<file path="src/rtl/fft_frame_sequencer_if.sv">
// ---------------------------------------------------------------------------
// fft_frame_sequencer_if
//   Avalon-MM bus between the frame sequencer (master) and the fft_avalon
//   slave. No readdatavalid: read data is valid on the cycle a read
//   completes (strobe high, waitrequest low).
//
//   address      master -> slave  32  byte address
//   write        master -> slave   1  write strobe
//   read         master -> slave   1  read strobe
//   writedata    master -> slave  32  write data
//   readdata     slave -> master  32  read data
//   waitrequest  slave -> master   1  slave stall
// ---------------------------------------------------------------------------
interface fft_frame_sequencer_if;
   logic [31:0] address;
   logic        write;
   logic        read;
   logic [31:0] writedata;
   logic [31:0] readdata;
   logic        waitrequest;

   modport master (
      output address, write, read, writedata,
      input  readdata, waitrequest
   );

   modport slave (
      input  address, write, read, writedata,
      output readdata, waitrequest
   );
endinterface

</file>
<file path="src/rtl/fft_frame_sequencer.sv">
// ---------------------------------------------------------------------------
// fft_frame_sequencer
//   Drives the fft_avalon slave for one audio frame at a time. It collects
//   FRAME_LEN stream samples into the FFT input window, starts the
//   transform, polls status until done, then scans the magnitude bins
//   1..FRAME_LEN/2-1 and reports the peak.
//
//   Optional feature macro: FFT_SEQ_TIMEOUT_EN
//     defined   : POLL gives up after TIMEOUT status reads, sets sticky err
//     undefined : POLL waits forever, err tied to 0
//
// Ports
//   clk         in    1   system clock
//   reset_n     in    1   asynchronous active-low reset
//   start       in    1   pulse; begins a frame when IDLE
//   s_valid     in    1   audio sample valid
//   s_data      in   16   signed audio sample
//   s_ready     out   1   sample accepted when s_valid & s_ready
//   fft         master    Avalon-MM bus (fft_frame_sequencer_if)
//   busy        out   1   high in every state except IDLE
//   frame_done  out   1   one-cycle pulse when peak outputs update
//   peak_bin    out  clog2(FRAME_LEN)  index of the largest bin
//   peak_mag    out  32   magnitude of peak_bin
//   err         out   1   poll timeout, sticky until next start
// ---------------------------------------------------------------------------
module fft_frame_sequencer #(
   parameter int unsigned FRAME_LEN   = 256,
   parameter logic [31:0] DATA_BASE   = 32'h0000_0000,
   parameter logic [31:0] RESULT_BASE = 32'h0000_1000,
   parameter logic [31:0] CTRL_ADDR   = 32'h0000_2000,
   parameter logic [31:0] STATUS_ADDR = 32'h0000_2004
`ifdef FFT_SEQ_TIMEOUT_EN
   ,
   parameter int unsigned TIMEOUT     = 4096
`endif
) (
   input  logic                         clk,
   input  logic                         reset_n,
   input  logic                         start,
   input  logic                         s_valid,
   input  logic [15:0]                  s_data,
   output logic                         s_ready,
   fft_frame_sequencer_if.master        fft,
   output logic                         busy,
   output logic                         frame_done,
   output logic [$clog2(FRAME_LEN)-1:0] peak_bin,
   output logic [31:0]                  peak_mag,
   output logic                         err
);

   localparam int unsigned BIN_W = $clog2(FRAME_LEN);
   localparam int unsigned K_W   = BIN_W + 1;

   // Sample count after the whole window is accepted, and the last bin read.
   localparam logic [K_W-1:0] K_FULL     = K_W'(FRAME_LEN);
   localparam logic [K_W-1:0] K_LAST_BIN = K_W'(FRAME_LEN / 2 - 1);
   localparam logic [K_W-1:0] K_ONE      = K_W'(1);

   typedef enum logic [2:0] {
      S_IDLE,
      S_LOAD,
      S_START,
      S_POLL,
      S_READ,
      S_DONE
   } state_t;

   state_t             state_q, state_d;
   logic [K_W-1:0]     k_q;
   logic [31:0]        addr_q;
   logic [31:0]        wdata_q;
   logic               write_q;
   logic               read_q;
   logic [31:0]        max_mag_q;
   logic [BIN_W-1:0]   max_bin_q;
   logic [31:0]        peak_mag_q;
   logic [BIN_W-1:0]   peak_bin_q;
   logic               frame_done_q;

   logic               wr_done;
   logic               rd_done;
   logic               accept;
   logic               timeout_hit;

   // A transfer completes on any cycle its strobe is high and the slave is not stalling.
   assign wr_done = write_q & ~fft.waitrequest;
   assign rd_done = read_q  & ~fft.waitrequest;
   assign accept  = s_valid & s_ready;

   // ---------------------------------------------------------------- state register
   // NOTE: sequential state uses non-blocking (<=) so every register samples
   // pre-edge values regardless of process evaluation order.
   always_ff @(posedge clk or negedge reset_n) begin
      if (!reset_n) state_q <= S_IDLE;
      else          state_q <= state_d;
   end

   // ---------------------------------------------------------------- next state
   // NOTE: the default assignment at the top keeps this block free of latches
   // on paths that do not assign state_d.
   always_comb begin
      state_d = state_q;
      unique case (state_q)
         S_IDLE:  if (start) state_d = S_LOAD;
         S_LOAD:  if (wr_done && k_q == K_FULL) state_d = S_START;
         S_START: if (wr_done) state_d = S_POLL;
         S_POLL: begin
            if (rd_done && fft.readdata[0]) state_d = S_READ;
            else if (timeout_hit)           state_d = S_IDLE;
         end
         S_READ:  if (rd_done && k_q == K_LAST_BIN) state_d = S_DONE;
         S_DONE:  state_d = S_IDLE;
         default: state_d = S_IDLE;
      endcase
   end

   // ---------------------------------------------------------------- outputs
   // A new sample is taken only once the previous sample's write has gone
   // (or is going) out, so one write is outstanding at most.
   always_comb begin
      busy    = (state_q != S_IDLE);
      s_ready = (state_q == S_LOAD) && (k_q != K_FULL) &&
                (!write_q || !fft.waitrequest);
   end

   // ---------------------------------------------------------------- datapath
   always_ff @(posedge clk or negedge reset_n) begin
      if (!reset_n) begin
         k_q          <= '0;
         addr_q       <= '0;
         wdata_q      <= '0;
         write_q      <= 1'b0;
         read_q       <= 1'b0;
         max_mag_q    <= '0;
         max_bin_q    <= '0;
         peak_mag_q   <= '0;
         peak_bin_q   <= '0;
         frame_done_q <= 1'b0;
      end else begin
         frame_done_q <= 1'b0;
         unique case (state_q)
            S_IDLE: begin
               if (start) k_q <= '0;
            end
            S_LOAD: begin
               if (accept) begin
                  write_q <= 1'b1;
                  addr_q  <= DATA_BASE + {30'(k_q), 2'b00};
                  wdata_q <= {{16{s_data[15]}}, s_data};
                  k_q     <= k_q + K_ONE;
               end else if (wr_done) begin
                  if (k_q == K_FULL) begin
                     // Window complete: chain straight into the start command.
                     addr_q  <= CTRL_ADDR;
                     wdata_q <= 32'h1;
                  end else begin
                     write_q <= 1'b0;
                  end
               end
            end
            S_START: begin
               if (wr_done) begin
                  write_q <= 1'b0;
                  read_q  <= 1'b1;
                  addr_q  <= STATUS_ADDR;
               end
            end
            S_POLL: begin
               // read_q stays high on a not-done status, issuing the next poll.
               if (rd_done) begin
                  if (fft.readdata[0]) begin
                     k_q    <= K_ONE;
                     addr_q <= RESULT_BASE + 32'd4;
                  end else if (timeout_hit) begin
                     read_q <= 1'b0;
                  end
               end
            end
            S_READ: begin
               if (rd_done) begin
                  // Bin 1 seeds the running max; strict > keeps the lower index on ties.
                  if (k_q == K_ONE || fft.readdata > max_mag_q) begin
                     max_mag_q <= fft.readdata;
                     max_bin_q <= k_q[BIN_W-1:0];
                  end
                  if (k_q == K_LAST_BIN) begin
                     read_q <= 1'b0;
                  end else begin
                     k_q    <= k_q + K_ONE;
                     addr_q <= RESULT_BASE + {30'(k_q + K_ONE), 2'b00};
                  end
               end
            end
            S_DONE: begin
               peak_mag_q   <= max_mag_q;
               peak_bin_q   <= max_bin_q;
               frame_done_q <= 1'b1;
            end
            default: ;
         endcase
      end
   end

   // ---------------------------------------------------------------- poll timeout
`ifdef FFT_SEQ_TIMEOUT_EN
   localparam int unsigned     PC_W      = $clog2(TIMEOUT + 1);
   localparam logic [PC_W-1:0] POLL_LAST = PC_W'(TIMEOUT - 1);

   logic [PC_W-1:0] poll_cnt_q;
   logic            err_q;

   // poll_cnt_q holds the number of status reads already completed.
   assign timeout_hit = (state_q == S_POLL) && rd_done && !fft.readdata[0] &&
                        (poll_cnt_q == POLL_LAST);

   always_ff @(posedge clk or negedge reset_n) begin
      if (!reset_n) begin
         poll_cnt_q <= '0;
         err_q      <= 1'b0;
      end else begin
         if (state_q == S_IDLE && start) err_q <= 1'b0;
         else if (timeout_hit)           err_q <= 1'b1;

         if (state_q == S_START)                poll_cnt_q <= '0;
         else if (state_q == S_POLL && rd_done) poll_cnt_q <= poll_cnt_q + PC_W'(1);
      end
   end

   assign err = err_q;
`else
   assign timeout_hit = 1'b0;
   assign err         = 1'b0;
`endif

   assign fft.address   = addr_q;
   assign fft.write     = write_q;
   assign fft.read      = read_q;
   assign fft.writedata = wdata_q;
   assign frame_done    = frame_done_q;
   assign peak_bin      = peak_bin_q;
   assign peak_mag      = peak_mag_q;

endmodule

</file>
<file path="src/flat_wrapper.sv">
// flat-port wrapper written by rule: the top's interface ports become plain ports
module fft_frame_sequencer_flat 
#(
   parameter int unsigned FRAME_LEN   = 256,
   parameter logic [31:0] DATA_BASE   = 32'h0000_0000,
   parameter logic [31:0] RESULT_BASE = 32'h0000_1000,
   parameter logic [31:0] CTRL_ADDR   = 32'h0000_2000,
   parameter logic [31:0] STATUS_ADDR = 32'h0000_2004

)
  (clk, reset_n, start, s_valid, s_data, s_ready, busy, frame_done, peak_bin, peak_mag, err, fft_address, fft_write, fft_read, fft_writedata, fft_readdata, fft_waitrequest);
  fft_frame_sequencer_if fft_i ();
  input  logic clk;
  input  logic reset_n;
  input  logic start;
  input  logic s_valid;
  input  logic [15:0] s_data;
  output logic s_ready;
  output logic busy;
  output logic frame_done;
  output logic [$clog2(FRAME_LEN)-1:0] peak_bin;
  output logic [31:0] peak_mag;
  output logic err;
  output wire logic [$bits(fft_i.address)-1:0] fft_address;
  output wire logic [$bits(fft_i.write)-1:0] fft_write;
  output wire logic [$bits(fft_i.read)-1:0] fft_read;
  output wire logic [$bits(fft_i.writedata)-1:0] fft_writedata;
  input wire logic [$bits(fft_i.readdata)-1:0] fft_readdata;
  input wire logic [$bits(fft_i.waitrequest)-1:0] fft_waitrequest;
  assign fft_address = fft_i.address;
  assign fft_write = fft_i.write;
  assign fft_read = fft_i.read;
  assign fft_writedata = fft_i.writedata;
  assign fft_i.readdata = fft_readdata;
  assign fft_i.waitrequest = fft_waitrequest;
  fft_frame_sequencer #(.FRAME_LEN(FRAME_LEN), .DATA_BASE(DATA_BASE), .RESULT_BASE(RESULT_BASE), .CTRL_ADDR(CTRL_ADDR), .STATUS_ADDR(STATUS_ADDR)) u_core (.clk(clk), .reset_n(reset_n), .start(start), .s_valid(s_valid), .s_data(s_data), .s_ready(s_ready), .fft(fft_i), .busy(busy), .frame_done(frame_done), .peak_bin(peak_bin), .peak_mag(peak_mag), .err(err));
endmodule
</file>
<file path="config.mk">
export PLATFORM = sky130hd
export DESIGN_NAME = fft_frame_sequencer_flat
export DESIGN_NICKNAME = d
export VERILOG_FILES = /design/src/rtl/fft_frame_sequencer_if.sv /design/src/rtl/fft_frame_sequencer.sv /design/src/flat_wrapper.sv
export SDC_FILE = /design/constraint.sdc
export NUM_CORES = 1
export LEC_CHECK = 0
export CORE_MARGIN = 8
export CORE_UTILIZATION = 56
export CTS_BUF_LIST = sky130_fd_sc_hd__clkbuf_4 sky130_fd_sc_hd__clkbuf_8
export CTS_CLUSTER_DIAMETER = 30
export DETAILED_ROUTE_END_ITERATION = 12
export PLACE_DENSITY = 0.89
export SYNTH_ARGS = -nofsm -noshare
export SYNTH_HDL_FRONTEND = slang
export SYNTH_SLANG_ARGS = --single-unit
</file>
<file path="constraint.sdc">
create_clock -name clk -period 3.9 [get_ports clk]
set_clock_uncertainty 0.1 [all_clocks]
set_input_delay 1.17 -clock clk [delete_from_list [all_inputs] [get_ports clk]]
set_output_delay 1.17 -clock clk [all_outputs]
set_load 0.02 [all_outputs]
</file>
==> results of run 1 <==
[final cells by class]
class                      instances  area [um2]
clock inverter                     8         115
tap                              147         184
inverter                          45         169
sequential                       123        3080
timing repair buffer             170        1700
multi-input combinational        470        3170
fill                             843        3240
clock buffer                      23         304
[metrics by stage]
stage / instances / cell area, um2 / worst slack (ps) / hold slack [ps] / total power [uW]
finish: 986 / 8720 / 157 / 376 / 2660
floorplan: 718 / 6900 / 511 / 339 / 1390
global placement: 955 / 8310 / -6.34 / 360 / 1480
detailed placement: 955 / 8310 / -93.7 / 365 / 1480
global route: 986 / 8720 / 57.8 / 401 / 2750
CTS: 986 / 8720 / 155 / 381 / 2680
[worst max path at each step]
stage | startpoint | end | slack [ps] | cells after the start
after floorplan | fft_readdata[23] | u_core.max_bin_q[0] | 510 | 9
after detailed placement | fft_readdata[23] | u_core.max_mag_q[6] | -90 | 9
after global routing | u_core.k_q[7] | s_ready | 60 | 5
after CTS | fft_waitrequest | s_ready | 160 | 5
final | fft_waitrequest | s_ready | 160 | 5
after global placement | fft_readdata[23] | u_core.max_mag_q[4] | -6 | 9
[state kept, by name, indices dropped and copies added (netlist names)]
name                  count
u_core.max_mag_q         32
u_core.peak_mag          32
u_core.fft.writedata     16
u_core.fft.address       12
u_core.k_q                9
u_core.max_bin_q          8
u_core.peak_bin           8
u_core.state_q            3
u_core.fft.read           1
u_core.fft.write          1
u_core.frame_done         1
[worst reg2reg max path, stage by stage (launching register included)]
cell and delay (ps):
dfrtp_1 600, nor2_1 240, nand2_1 480, nor2_2 610, o21a_1 250, o31a_2 220, buf_12 180, o221ai_1 140
[kinds of logic (layout without fill, tap and decap cells)]
kind of cell	Yosys count	after routing
muxes	12	12
and+or+nand+nor	219	219
buffers and inverters	125	246
AOI/OAI and AO/OA	182	182
adders and majority gates	35	35
xor gates and xnor gates	1	1
other	1	21
DFF	123	123
[power groups by stage]
stage	sequential [uW]	combinational, uW	clock (uW)
after floorplan	1310	83.8	0
after global routing	1290	187	1270
final	1290	171	1200
after detailed placement	1320	169	0
after global placement	1310	164	0
after CTS	1290	171	1220
[metal layers]
| layer | track usage (%) | part of all wire (%) | vias up |
|---|---|---|---|
| met3 | 5.61 | 6.3 | 38 |
| met4 | 9.77 | 2.3 | 0 |
| li1 | - | - | 2692 |
| met2 | 38.0 | 51 | 207 |
| met5 | 0 | 0 | - |
| met1 | 26.3 | 41 | 2846 |
[synth_stat cells (all sizes together), types with 3 or more instances]
| cell type | instances | area [um2] |
|---|---|---|
| nand2b | 6 | 37.5 |
| a22o | 21 | 184 |
| clkbuf | 29 | 110 |
| buf | 51 | 398 |
| a21oi | 29 | 153 |
| mux2 | 11 | 124 |
| o21ai | 59 | 295 |
| and3 | 8 | 50.1 |
| o22ai | 3 | 18.8 |
| nor2b | 4 | 25.0 |
| dfrtp | 123 | 3080 |
| nand3 | 9 | 50.1 |
| ha | 35 | 438 |
| nand4 | 9 | 62.6 |
| a21o | 3 | 22.5 |
| inv | 45 | 169 |
| o31ai | 13 | 108 |
| nor3 | 5 | 25.0 |
| or3 | 35 | 219 |
| nor2 | 28 | 105 |
| o221ai | 36 | 503 |
| nand2 | 105 | 394 |
==> results.ini, run 1 <==
[setup_path]
reg2reg_from=u_core.state_q[0]
crit_slowest_cell=clkdlybuf4s50_1
worstSetupPathType=in2out
required_ps=2630
ff2ff_setup_slack_ps=940
critical_path.top_delay_family=buffers and inverters
critPathMaxFanout=2
reg2reg_depth=7
path_cells=clkdlybuf4s50_1, nand2_1, nand2_1, nor2_1, clkdlybuf4s50_1
worst_setup_path_start_kind=primary input
arrival_ps=2470
timing.rr.end=u_core.max_mag_q[6]
critPathCaptureType=output port
cpPeakStageDelay_ps=620
cp_num_buf_inv=2

[yosys]
synth_xor_area_share_pct=0.128
synth-warning-count=0
synth-async-reset-ratio_pct=100
synth_simple_gate_area_share_pct=15.3
synth_edf_count=0
syn_inst=698
ys_types=59
synth_fa_ha_area_share_pct=6.41
synth_compound_area_share_pct=21.1
synth_mux_area_share_pct=1.96
netlist_area_um2=6830
avgSynthCellArea_um2=9.78
ys_ff_latch=123
synth_top_family_by_area=compound AO/OA/AOI/OAI gates
synthFlopType=dfrtp_1
yosysSeqAreaShare_pct=45.1

[hold_path]
min_from=u_core.peak_mag[23]
holdCritPathClass=reg2reg
hold_depth=2
hold-path-endpoint=u_core.peak_mag[23]

[floorplan]
die_area_um2=16000
coreArea_um2=12000
dieHeight_um=126
initial_utilization_pct=57.1
die_x_um=126
pin_count=163
num_rows=40

[timing]
fin_crit_sh_pct=96.0
fin_setup_tns_ps=0
tightest_slew_ps=778
finalSetupViolations=0
timing.fmax_ghz=0.267
finalCriticalPeriod_ps=3740
slew_viol_final=0
relSlewSlack_pct=48.0
rsz0062_at_grt=no
hold_viol=0

[final_layout]
nets=915
final_util_pct=72.9
drive_gt1_share_pct=13.6
diodes=0
mostFrequentLayoutCells=clkdlybuf4s50_1 (140), dfrtp_1 (123), nand2_1 (105)
final_common_cell=clkdlybuf4s50_1
syn2layout_area_growth_pct=27.8

[clocking]
cts.sinks=123
ctsRootBufferMaster=clkbuf_8
clk_latency_ps=450
postCtsResizedCells=0
htreeDepth=4
cts_tree=done
cts_made_buffers=17
clk_pin_slew_ps=70
ctsHoldBuffers=0
cts_buffer_depth=2
post_cts_buffers=0

[placed_design]
detailed_place_hpwl_um=12800
gp_congestion=0.815
port_buffers=141

[detailed_routing]
dr.pass1.iters=5
via_per_inst=5.87
wire_per_inst_um=17.8
drtAntennaViolNets=0
drc=0
num_vias=5783
drt_iter0_drc=464
finalWirelength_um=17600

[pwr]
p_int_uw=2060
p_leak_uw=0.00392
switchingPower_uw=599
vdd_drop_max_mv=0.187
power_frac_clock_pct=45.0
p_seq_share_pct=48.6
swShare_pct=22.5
p_per_area_nw_per_um2=305
p_comb_share_pct=6.4

[outcome]
status=finished clean

[grt]
grt_overflow=0
grt_pass1_wl_um=29300
grt_pass1_vias=5879
track_usage_pct=22.4
grt_max_degree=57
antenna_found_initial=0

[run]
drv_cap=0

(Power assumes the default switching activity.)
==> inputs of run 2 (changes only) <==
- CORE_UTILIZATION: 56 -> 55
- PLACE_DENSITY: 0.89 -> 0.87
==> results.ini, run 2 (synthesis results as in run 1) <==
[setup_path]
critPathCaptureType=output port
required_ps=2630  ; about the same
arrival_ps=2470  ; about the same
worstSetupPathType=in2out
worst_setup_path_start_kind=primary input
critPathMaxFanout=2  ; unchanged

[clocking]
ctsRootBufferMaster=clkbuf_8
clk_pin_slew_ps=70  ; about the same
cts_tree=done
cts_buffer_depth=2  ; unchanged
cts_made_buffers=17  ; unchanged
cts.sinks=123  ; unchanged
clk_latency_ps=440  ; about the same
post_cts_buffers=0  ; unchanged
htreeDepth=4  ; unchanged
ctsHoldBuffers=0  ; unchanged
postCtsResizedCells=0  ; unchanged

[detailed_routing]
wire_per_inst_um=18.3  ; +2.7%
drc=0  ; unchanged
via_per_inst=5.76  ; -1.7%
drt_iter0_drc=467  ; +0.65%
dr.pass1.iters=5  ; unchanged
finalWirelength_um=18400  ; +4.8%
drtAntennaViolNets=0  ; unchanged
num_vias=5798  ; +0.26%

[floorplan]
die_area_um2=16200  ; +1.6%
die_x_um=127  ; +0.79%
initial_utilization_pct=56.6  ; -0.47 points
num_rows=40  ; unchanged
pin_count=163  ; unchanged
dieHeight_um=127  ; +0.79%
coreArea_um2=12100  ; +0.84%

[timing]
finalCriticalPeriod_ps=3740  ; -2.17 ps
slew_viol_final=0  ; unchanged
finalSetupViolations=0  ; unchanged
tightest_slew_ps=1210  ; +431 ps
timing.fmax_ghz=0.267  ; about the same
fin_setup_tns_ps=0  ; unchanged
relSlewSlack_pct=18.9  ; -29 points
rsz0062_at_grt=no
hold_viol=0  ; unchanged
fin_crit_sh_pct=95.9  ; about the same

[placed_design]
dpl-instance-area_um2=8290  ; -0.17%
gp_congestion=0.864  ; +6.0%
port_buffers=141  ; unchanged
detailed_place_hpwl_um=13100  ; +2.1%

[final_layout]
multi_input_area_um2=3170  ; unchanged
mostFrequentLayoutCells=clkdlybuf4s50_1 (140), dfrtp_1 (123), nand2_1 (105)
stdcell_area_um2=8720  ; -0.10%
seq_area_um2=3080  ; unchanged
final_common_cell=clkdlybuf4s50_1
nets=913  ; -0.22%
diodes=0  ; unchanged
fill_cells=847  ; +0.47%
syn2layout_area_growth_pct=27.6
drive_gt1_share_pct=13.5  ; -0.10 points

[grt]
track_usage_pct=22.9  ; +0.54 points
grt_overflow=0  ; unchanged
grt_max_degree=76  ; +33%
grt_pass1_vias=6005  ; +2.1%
antenna_found_initial=0  ; unchanged
grt_pass1_wl_um=30000  ; +2.5%

[pwr]
vdd_drop_max_mv=0.222  ; +18%
p_per_area_nw_per_um2=306  ; +0.57%
p_leak_uw=0.00390  ; -0.62%

[outcome]
status=finished clean

[hold_path]
holdCritPathClass=reg2reg

[run]
drv_cap=0  ; unchanged

run 2: stage by stage:
stage / hold slack (ps) / util, % / cells / worst slack [ps] / power, uW
after floorplan: 339 / - / 718 / 511 / 1390
after global placement: 360 / 68.7 / 974 / 3.47 / 1480
after detailed placement: 368 / 68.7 / 974 / -78.6 / 1490
after CTS: 387 / 72.3 / 1006 / 171 / 2690
after global routing: 402 / 72.3 / 1006 / 69.0 / 2770
final: 383 / 72.3 / 1006 / 160 / 2670
run 2: worst paths after layout:
kind | start | end | slack [ps] | cells past startpoint
setup / recovery | fft_waitrequest | s_ready | 160 | 5
hold / removal | u_core.peak_mag[7] | u_core.peak_mag[7] | 380 | 2
setup reg to reg | u_core.max_mag_q[21] | u_core.max_mag_q[21] | 1080 | 9
hold reg to reg | u_core.peak_mag[7] | u_core.peak_mag[7] | 380 | 2
max in group asynchronous | reset_n | u_core.max_mag_q[22] | 2260 | 2
min in group asynchronous | reset_n | u_core.max_mag_q[11] | 680 | 1
run 2: power by group:
part	switching [uW]	internal, uW	leakage [uW]	total [uW]
clock	519	687	0.000211	1210
sequential	12.1	1280	0.00151	1290
combinational	98.8	74.1	0.00218	173
total	630	2040	0.00390	2670
run 2: per-layer routing:
layer	vias to the layer above	track usage, %	part of all wire, %
li1	2682	-	-
met3	28	5.74	5.8
met1	2865	26.6	40
met2	223	39.9	53
met5	-	0	0
met4	0	8.68	1.4
run 2: worst max-delay path, stage by stage:
cell and delay (ps):
clkdlybuf4s50_1 420, nand2_1 60, nand2_1 70, nor2_1 120, clkdlybuf4s50_1 620
run 2: final cells by class:
class                   instances  area share [%]
clock buffers                  21            3.24
clock inverters                11            1.62
inverters                      45            1.94
multi-input cells             470            36.4
flip-flops and latches        123            35.3
well taps                     168            2.41
repair buffers                168            19.1
==> inputs of run 3 (changes only) <==
- DONT_BUFFER_PORTS: not set -> 1
- GPL_TIMING_DRIVEN: not set -> 0
- PLACE_DENSITY: 0.87 -> 0.7
==> results.ini, run 3 (synthesis results as in run 1) <==
[clocking]
ctsRootBufferMaster=clkbuf_8
postCtsResizedCells=0  ; unchanged
cts_buffer_depth=2  ; unchanged
htreeDepth=4  ; unchanged
cts_tree=done
cts_made_buffers=17  ; unchanged
clk_latency_ps=450  ; about the same
clk_pin_slew_ps=60  ; about the same
cts.sinks=123  ; unchanged
post_cts_buffers=0  ; unchanged
ctsHoldBuffers=0  ; unchanged

[timing]
timing.fmax_ghz=0.309  ; +15%
hold_viol=0  ; unchanged
holdWs_ps=323  ; -60.3 ps
relSlewSlack_pct=49.9  ; +31 points
fin_crit_sh_pct=83.1  ; -13 points
rsz0062_at_grt=no
slew_viol_final=0  ; unchanged
finalCriticalPeriod_ps=3240  ; -499 ps
tightest_slew_ps=750  ; -459 ps
finalSetupViolations=0  ; unchanged
fin_setup_tns_ps=0  ; unchanged

[setup_path]
required_ps=4110  ; +1480 ps
worst_setup_path_start_kind=primary input
arrival_ps=3450  ; +980 ps
worstSetupPathType=in2reg
crit_slowest_cell=nor4_2
critical_path.top_delay_family=simple AND/OR/NAND/NOR gates
critPathMaxFanout=10  ; +8
path_cells=ha_1, nand4_2, nor4_2, nand3_1, a21oi_2, buf_2, o221ai_1
critPathCaptureType=register
cpPeakStageDelay_ps=560  ; -60 ps
cp_num_buf_inv=1  ; -1

[run]
drv_cap=0  ; unchanged

[floorplan]
pin_count=163  ; unchanged
die_x_um=127  ; unchanged
coreArea_um2=12100  ; unchanged
num_rows=40  ; unchanged
dieHeight_um=127  ; unchanged
die_area_um2=16200  ; unchanged
initial_utilization_pct=56.6  ; unchanged

[grt]
track_usage_pct=21.0  ; -1.9 points
grt_use_met2_pct=37.1  ; -2.8 points
met1_usage_pct=22.8  ; -3.8 points
grt_pass1_vias=5352  ; -11%
grt_pass1_wl_um=27100  ; -9.5%
grt_max_degree=124  ; +63%
grt_overflow=0  ; unchanged
met3_usage_pct=6.57  ; +0.83 points
busiest_layer=met2
antenna_found_initial=0  ; unchanged

[placed_design]
gp_congestion=0.852  ; -1.4%
port_buffers=0  ; -100%
detailed_place_hpwl_um=12500  ; -4.9%
dp_cells=886  ; -9.0%

[final_layout]
syn2layout_area_growth_pct=10.2
diodes=0  ; unchanged
final_cells=917  ; -8.8%
drive_gt1_share_pct=17.8  ; +4.3 points
final_common_cell=dfrtp_1
mostFrequentLayoutCells=dfrtp_1 (123), nand2_1 (105), o21ai_0 (57)
nets=825  ; -9.6%

[detailed_routing]
dr.pass1.iters=7  ; +2
wire_per_inst_um=18.3  ; -0.20%
via_per_inst=5.67  ; -1.6%
drc=0  ; unchanged
num_vias=5203  ; -10%
drtAntennaViolNets=0  ; unchanged
finalWirelength_um=16800  ; -9.0%
drt_iter0_drc=290  ; -38%

[pwr]
p_comb_share_pct=4.0  ; -2.5 points
p_leak_uw=0.00353  ; -9.4%
vdd_drop_max_mv=0.206  ; -7.3%
p_int_uw=1990  ; -2.7%
p_per_area_nw_per_um2=337  ; +9.8%
power_frac_clock_pct=45.3  ; about the same
p_seq_share_pct=50.8  ; +2.4 points
swShare_pct=21.6  ; -2.0 points
switchingPower_uw=546  ; -13%

[hold_path]
holdCritPathClass=in2async

[outcome]
status=finished clean

[run 3: routing by layer]
metal	vias to the layer above	wire length [um]
li1	2509	-
met1	2522	6820
met2	149	8570
met3	23	1050
met4	0	325
met5	-	0
[run 3: path summary, 6_finish.rpt]
check	startpoint	end	slack [ps]	cells after the start
hold reg to reg	u_core.max_bin_q[6]	u_core.peak_bin[6]	400	2
hold / removal	reset_n	u_core.max_mag_q[13]	320	0
max in group asynchronous	reset_n	u_core.peak_mag[12]	3160	0
setup / recovery	fft_readdata[30]	u_core.max_mag_q[6]	660	7
min in group clk	u_core.max_bin_q[6]	u_core.peak_bin[6]	400	2
setup reg to reg	u_core.max_mag_q[31]	u_core.max_mag_q[6]	960	8
[run 3: layout make-up]
cell class              instances  area, um2
fillers                       995       4540
multi-input cells             470       3150
flip-flops and latches        123       3080
plain buffers                  80        508
clock buffers                  25        325
well taps                     168        210
inverters                      45        169
clock inverters                 6       85.1
[run 3: power groups by stage]
stage                     clock network [uW]  registers, uW  logic [uW]
after floorplan                            0           1310        83.8
after global placement                     0           1310        96.2
after detailed placement                   0           1310        98.6
after CTS                               1170           1290        98.9
after global routing                    1230           1280         112
final                                   1150           1290         101
[run 3: per-stage QoR]
stage,worst slack [ps],power (uW),area (um2),utilization [%]
after CTS,692,2550,7520,62.4
after global placement,250,1400,7110,59.0
final,659,2530,7520,62.4
after global routing,518,2620,7520,62.4
after floorplan,511,1390,6900,-
after detailed placement,220,1410,7110,59.0
